### src/rtl/sda_ctrl_if.sv
// SDA controller bus: mode requests from the slave FSM, tx data in, registered SDA and status out.
interface sda_ctrl_if;
  logic       scl_in;
  logic       tx_out;
  logic [1:0] sda_mode;
  logic       mode_load;
  logic       mode_force;
  logic       sda_out;
  logic [1:0] cur_mode;
  logic       busy;
  logic       applied;

  modport master (
    output scl_in, tx_out, sda_mode, mode_load, mode_force,
    input  sda_out, cur_mode, busy, applied
  );

  modport slave (
    input  scl_in, tx_out, sda_mode, mode_load, mode_force,
    output sda_out, cur_mode, busy, applied
  );
endinterface

### src/rtl/sda_ctrl.sv
// Registered SDA mode controller: queued mode requests take effect HOLD_CYCLES after an SCL fall,
// so SDA only moves while SCL is low.
module sda_ctrl #(
  parameter int unsigned HOLD_CYCLES = 2,
  parameter logic [1:0]  RESET_MODE  = 2'b00
) (
  input  logic       clk,
  input  logic       n_rst,
  sda_ctrl_if.slave  bus
);

  localparam logic [1:0] S_IDLE      = 2'd0;
  localparam logic [1:0] S_WAIT_FALL = 2'd1;
  localparam logic [1:0] S_HOLD      = 2'd2;

  localparam logic [3:0] HOLD_LAST = 4'(HOLD_CYCLES);

  logic [1:0] state_q, state_d;
  logic [3:0] count_q, count_d;
  logic [3:0] count_inc;
  logic [1:0] pend_q, pend_d;
  logic [1:0] cur_q, cur_d;
  logic       scl_prev_q;
  logic       sda_q, sda_d;
  logic       applied_q, applied_d;
  logic       fall;
  logic       hold_done;

  assign fall      = scl_prev_q & ~bus.scl_in;
  assign count_inc = count_q + 4'd1;

  // count_q holds cycles elapsed since the fall; the update edge is the one where it would reach
  // HOLD_LAST, so with HOLD_CYCLES==1 the apply happens straight out of WAIT_FALL.
  assign hold_done = ((state_q == S_HOLD) && (count_inc == HOLD_LAST)) ||
                     ((state_q == S_WAIT_FALL) && fall && (HOLD_LAST == 4'd1));

  always_comb begin
    state_d   = state_q;
    count_d   = count_q;
    pend_d    = pend_q;
    cur_d     = cur_q;
    applied_d = 1'b0;
    if (bus.mode_force) begin
      cur_d     = bus.sda_mode;
      applied_d = 1'b1;
      state_d   = S_IDLE;
      count_d   = '0;
    end else begin
      if (bus.mode_load) pend_d = bus.sda_mode;
      if (hold_done) begin
        cur_d     = pend_q;
        applied_d = 1'b1;
        count_d   = '0;
        state_d   = bus.mode_load ? S_WAIT_FALL : S_IDLE;
      end else begin
        case (state_q)
          S_IDLE:      if (bus.mode_load) state_d = S_WAIT_FALL;
          S_WAIT_FALL: if (fall) begin
                         state_d = S_HOLD;
                         count_d = 4'd1;
                       end
          S_HOLD:      count_d = count_inc;
          default:     state_d = S_IDLE;
        endcase
      end
    end
  end

  always_comb begin
    case (cur_q)
      2'b01:   sda_d = 1'b0;
      2'b11:   sda_d = bus.tx_out;
      default: sda_d = 1'b1;
    endcase
  end

  always_ff @(posedge clk or negedge n_rst) begin
    if (!n_rst) begin
      state_q    <= S_IDLE;
      count_q    <= '0;
      pend_q     <= '0;
      cur_q      <= RESET_MODE;
      scl_prev_q <= 1'b1;
      sda_q      <= 1'b1;
      applied_q  <= 1'b0;
    end else begin
      state_q    <= state_d;
      count_q    <= count_d;
      pend_q     <= pend_d;
      cur_q      <= cur_d;
      scl_prev_q <= bus.scl_in;
      sda_q      <= sda_d;
      applied_q  <= applied_d;
    end
  end

  assign bus.sda_out  = sda_q;
  assign bus.cur_mode = cur_q;
  assign bus.busy     = (state_q != S_IDLE);
  assign bus.applied  = applied_q;

endmodule

### src/flat_wrapper.sv
// flat-port wrapper written by rule: the top's interface ports become plain ports
module sda_ctrl_flat 
#(
  parameter int unsigned HOLD_CYCLES = 2,
  parameter logic [1:0]  RESET_MODE  = 2'b00
)
  (clk, n_rst, bus_scl_in, bus_tx_out, bus_sda_mode, bus_mode_load, bus_mode_force, bus_sda_out, bus_cur_mode, bus_busy, bus_applied);
  sda_ctrl_if bus_i ();
  input  logic clk;
  input  logic n_rst;
  input wire logic [$bits(bus_i.scl_in)-1:0] bus_scl_in;
  input wire logic [$bits(bus_i.tx_out)-1:0] bus_tx_out;
  input wire logic [$bits(bus_i.sda_mode)-1:0] bus_sda_mode;
  input wire logic [$bits(bus_i.mode_load)-1:0] bus_mode_load;
  input wire logic [$bits(bus_i.mode_force)-1:0] bus_mode_force;
  output wire logic [$bits(bus_i.sda_out)-1:0] bus_sda_out;
  output wire logic [$bits(bus_i.cur_mode)-1:0] bus_cur_mode;
  output wire logic [$bits(bus_i.busy)-1:0] bus_busy;
  output wire logic [$bits(bus_i.applied)-1:0] bus_applied;
  assign bus_i.scl_in = bus_scl_in;
  assign bus_i.tx_out = bus_tx_out;
  assign bus_i.sda_mode = bus_sda_mode;
  assign bus_i.mode_load = bus_mode_load;
  assign bus_i.mode_force = bus_mode_force;
  assign bus_sda_out = bus_i.sda_out;
  assign bus_cur_mode = bus_i.cur_mode;
  assign bus_busy = bus_i.busy;
  assign bus_applied = bus_i.applied;
  sda_ctrl #(.HOLD_CYCLES(HOLD_CYCLES), .RESET_MODE(RESET_MODE)) u_core (.clk(clk), .n_rst(n_rst), .bus(bus_i));
endmodule
### config.mk
export PLATFORM = sky130hd
export DESIGN_NAME = sda_ctrl_flat
export DESIGN_NICKNAME = d
export VERILOG_FILES = /design/src/rtl/sda_ctrl_if.sv /design/src/rtl/sda_ctrl.sv /design/src/flat_wrapper.sv
export SDC_FILE = /design/constraint.sdc
export NUM_CORES = 1
export LEC_CHECK = 0
export ABC_AREA = 1
export CAP_MARGIN = 40
export CORE_AREA = 10 10 49 51
export CTS_CLUSTER_DIAMETER = 60
export CTS_CLUSTER_SIZE = 10
export DETAILED_ROUTE_END_ITERATION = 10
export DIE_AREA = 0 0 59 61
export HOLD_SLACK_MARGIN = 0.08
export PLACE_DENSITY = 0.74
export RECOVER_POWER = 50
export SLEW_MARGIN = 40
export SYNTH_ARGS = -nofsm -noshare
export SYNTH_HDL_FRONTEND = slang
export SYNTH_SLANG_ARGS = --single-unit
### constraint.sdc
create_clock -name clk -period 2.5 [get_ports clk]
set_clock_uncertainty 0.1 [all_clocks]
set_input_delay 0.25 -clock clk [delete_from_list [all_inputs] [get_ports clk]]
set_output_delay 0.25 -clock clk [all_outputs]
set_load 0.01 [all_outputs]
# After elaboration in Yosys (flattened, before gate mapping)
# Index checks and enable logic that the tools add are counted.
# Widths: inputs -> output; s select.
# word_totals
ff_bits	13
wordCells	42
# classes
n_addsub	1
n_eq_ne	8
muxes	15
bitwise	3
n_reduce_logical	8
# ops
cell	count
$mux 2	6
$mux 4	3
$pmux 4 s2	1
$pmux 2 s3	1
$add 4x1->4 const B	1
$eq 2x1->1 const B	2
$eq 2x2->1 const B	2
$eq 4x2->1 const B	1
$ne 4x2->1 const B	1
$ne 4x3->1 const B	1
$reduce_and 2->1	2
$reduce_bool 2->1	2
$reduce_bool 4->1	1
$mux 1	3
$ne 3x2->1 const B	1
$reduce_and 3->1	1
$logic_not 2->1	1
$not 1->1	2
$pmux 1 s2	1
$and 1x1->1	1
$logic_and 1x1->1	1

# Longest topological paths before layout
# depth
word_depth	6
ltp_mapped	9
depth_no_buf	9

# Worst setup path after synthesis
# Ideal clock, no wire load.
# synth_path
path_type	register to register
startpoint	reg u_core.count_q[0]
endpoint	reg u_core.cur_q[1], in the netlist u_core.bus.cur_mode[1]
arrival_time_ns	1.121
required_ns	2.276
setup_slack_ns	1.155
path_stages_with_launch	10
path_buffers	0
cell_sequence	dfrtp_1 > ha_1 > inv_1 > nand2_1 > nand2_2 > nor2_4 > nand2_4 > nand2_4 > nor2_2 > a21oi_2
# synth_between
elab_chain_cells	4
# synth_lines
element	line	rtl
from (decl)	sda_ctrl.sv:19	logic [3:0] count_q, count_d;
from (signal assigned)	sda_ctrl.sv:88	count_q <= count_d;
$add 4x1->4	sda_ctrl.sv:30	assign count_inc = count_q + 4'd1;
$eq 4x2->1	sda_ctrl.sv:34	assign hold_done = ((state_q == S_HOLD) && (count_inc == HOLD_LAST)) ||
$logic_and 1x1->1	sda_ctrl.sv:34	
$reduce_bool 2->1 (no source line)	n/a	
to (signal assigned)	sda_ctrl.sv:90	cur_q <= cur_d;
to (decl)	sda_ctrl.sv:22	logic [1:0] cur_q, cur_d;
# No other way between the ends.
# A chain may end at the register's enable or synchronous reset.

# Worst setup path in the final report
# layout_path
startpoint	reg u_core.state_q[1]
endpoint	out bus_busy
# layout_between
elab_chain_cells	1
# layout_lines
element	line	rtl
from (decl)	sda_ctrl.sv:18	logic [1:0] state_q, state_d;
from (signal assigned)	sda_ctrl.sv:87	state_q <= state_d;
$reduce_bool 2->1	sda_ctrl.sv:99	assign bus.busy = (state_q != S_IDLE);
to (decl)	flat_wrapper.sv:18	output wire logic [$bits(bus_i.busy)-1:0] bus_busy;
# No other way between the ends.

==> qor.yml <==
yosysSeqAreaShare_pct: 46.5
initial_core_util_pct: 47.9
criticalPathCategory: "flop to output pin"
fin_ws_ns: 0.706
grt_max_degree: 14
routedWlPerCell_um: 12.4
synthDistinctLibCells: 20
grt_pass1_wl_um: 2420
top_layer: "met4"
period_share_pct: 71.7
cts_max_path_buffers: 2
cts.sinks: 13
netlist_area_um2: 704
yosys_warnings: 0
end_kind: "output pin"
critPathMaxFanout: 5
final_max_slew_viol_count: 0
place_hpwl_um: 1130
setup_viol: 0
postCtsHoldBufs: 0
min_period_ns: 1.79
peakVddDrop_v: 0.000418
relSlewSlack_pct: 60.6
leakage_nw: 0.397
p_total_mw: 0.707
cts_setup_buffers: 0
rsz0062_at_grt: "false"
routed_wl_um: 1420
grt_use_total_pct: 8.80
io_pins: 13
antenna_found_initial: 0
wl_met2_um: 705
rows: 14
m1WireLength_um: 637
cts_inserted_buffers: 3
cp.arrival_ns: 1.44
post-place-ws_ns: 0.947
power.density_nw_per_um2: 811
crit_required_ns: 2.15
die_y_um: 61
first_iter_violations: 5
io_buffers: 12
grt_pass1_vias: 585
path_cells: "nor2_1 -> inv_1 -> clkdlybuf4s50_1"
cpPeakStageDelay_ns: 0.48
post_cts_resized: 0
cap_violations: 0
multiInputGateArea_um2: 328
drc: 0
whs_ns: 0.299
slowest_stage: "clkdlybuf4s50_1"
cts_tree: "yes"
vias: 565
outcome: "complete, no violations"
tightest_slew_ns: 0.589
route.met3.wl_um: 37
coreArea_um2: 1470
vias_per_cell: 4.91
finish.utilization_pct: 59.2
dr.pass1.iters: 4
drive_gt1_share_pct: 26.3
hold_class: "primary input to asynchronous set/reset pin"
die_w_um: 59
final_nets: 110
final_antenna_net_count: 0
areaGrowthSynthToFinish_pct: 23.6
gp_congestion: 0.874
antenna_cells: 0
synth_nets: 93
synth_edf_count: 0
worst_setup_path_start_kind: "flop"
cts.clk_slew.worst_paths_ns: 0.08
seq_area_um2: 328
hold_viol: 0
netlist_instances: 83
async_reset_ff_share_pct: 100
die_area_um2: 3600
overflow: 0
nFillCells: 128
ys_seq_elements: 13
finalSetupTns_ns: 0
r2r_slack_ns: 1.02
cts_htree_levels: 1
syn_avg_cell_area_um2: 8.49
synthFlopType: "dfrtp_1"
cts_root_buffer: "clkbuf_4"
clock.fmax_mhz: 557
clock_latency_ns: 0.28
-- power by group --
part | leakage (nW) | switching [mW] | internal (mW)
combinational | 0.224 | 0.150 | 0.120
sequential | 0.158 | 0.0450 | 0.256
clock | 0.0150 | 0.0727 | 0.0621
total | 0.397 | 0.268 | 0.439
-- worst paths after layout --
check / from / end / cells after the start
min: n_rst / u_core.bus.cur_mode[0] / 1
min reg2reg: u_core.bus.cur_mode[0] / u_core.bus.sda_out / 1
max: u_core.state_q[1] / bus_busy / 3
min in group clk: u_core.bus.cur_mode[0] / u_core.bus.sda_out / 1
max in group asynchronous: n_rst / u_core.state_q[1] / 1
max reg2reg: u_core.count_q[0] / u_core.state_q[1] / 9
-- registers in the layout, summed over array words and instances (netlist names) --
name	flops
u_core.bus.sda_out	1
u_core.scl_prev_q	1
u_core.state_q	2
u_core.count_q	4
u_core.bus.applied	1
u_core.pend_q	2
u_core.bus.cur_mode	2
-- cell usage in the layout, fill, tap and decap left out --
cell type / count
nand2_1: 19
dfrtp_1: 11
inv_1: 10
clkdlybuf4s50_1: 10
nand3_1: 6
nand2_2: 6
nor2_2: 4
o21ai_1: 4
nor2_1: 3
inv_2: 3
a21oi_2: 3
clkbuf_4: 3
nand2_4: 2
o21ai_0: 2
ha_1: 2
dlygate4sd3_1: 2
dfstp_2: 2
nand4_1: 1
nand3_2: 1
nor2_4: 1
o21ai_2: 1
o21a_1: 1
a21oi_1: 1
clkbuf_1: 1
-- cell usage after synthesis (2+ instances only) --
cell type	count	area [µm²]
inv_2	3	11.3
nor2_1	3	11.3
nand2_2	6	37.5
dfstp_2	2	52.6
nand3_1	6	30.0
inv_1	10	37.5
nand2_1	19	71.3
dfrtp_1	11	275
nand2_4	2	22.5
a21oi_2	3	26.3
ha_1	2	25.0
o21ai_0	2	10.0
o21ai_1	4	20.0
nor2_2	4	25.0
-- metal layers --
metal / vias to the layer above / track usage [%]
li1: 292 / -
met1: 262 / 9.01
met2: 6 / 15.6
met3: 5 / 2.09
met4: 0 / 5.90
met5: - / 0
-- logic make-up (layout without fill, tap and decap cells) --
| family | count (synthesis) | after routing | share of synthesized area, % |
|---|---|---|---|
| AND/OR/NAND/NOR | 43 | 43 | 32.0 |
| flip-flops | 13 | 13 | 46.5 |
| buffers and inverters | 13 | 29 | 6.93 |
| AO/OA/AOI/OAI | 12 | 12 | 11.0 |
| adder cells (fa/ha/maj) | 2 | 2 | 3.55 |
-- layout make-up --
class,count,area share [%]
Sequential cell,13,37.6
Multi-Input combinational cell,57,37.6
Inverter,13,5.60
Timing Repair Buffer,12,13.8
Clock buffer,4,3.02
Tap cell,16,2.30
-- stage by stage --
| step | instances | instance area (µm²) |
|---|---|---|
| global placement | 111 | 845 |
| global route | 115 | 871 |
| floorplan | 83 | 704 |
| CTS | 115 | 871 |
| detailed placement | 111 | 845 |
| finish | 115 | 871 |
-- worst max-delay path: cells and delay by family, from the launching register on --
family        cells  cell delay, ns
buf+inv           2            0.54
flops             1            0.44
simple gates      1            0.19
No activity file was read; power rests on OpenSTA's default activity.
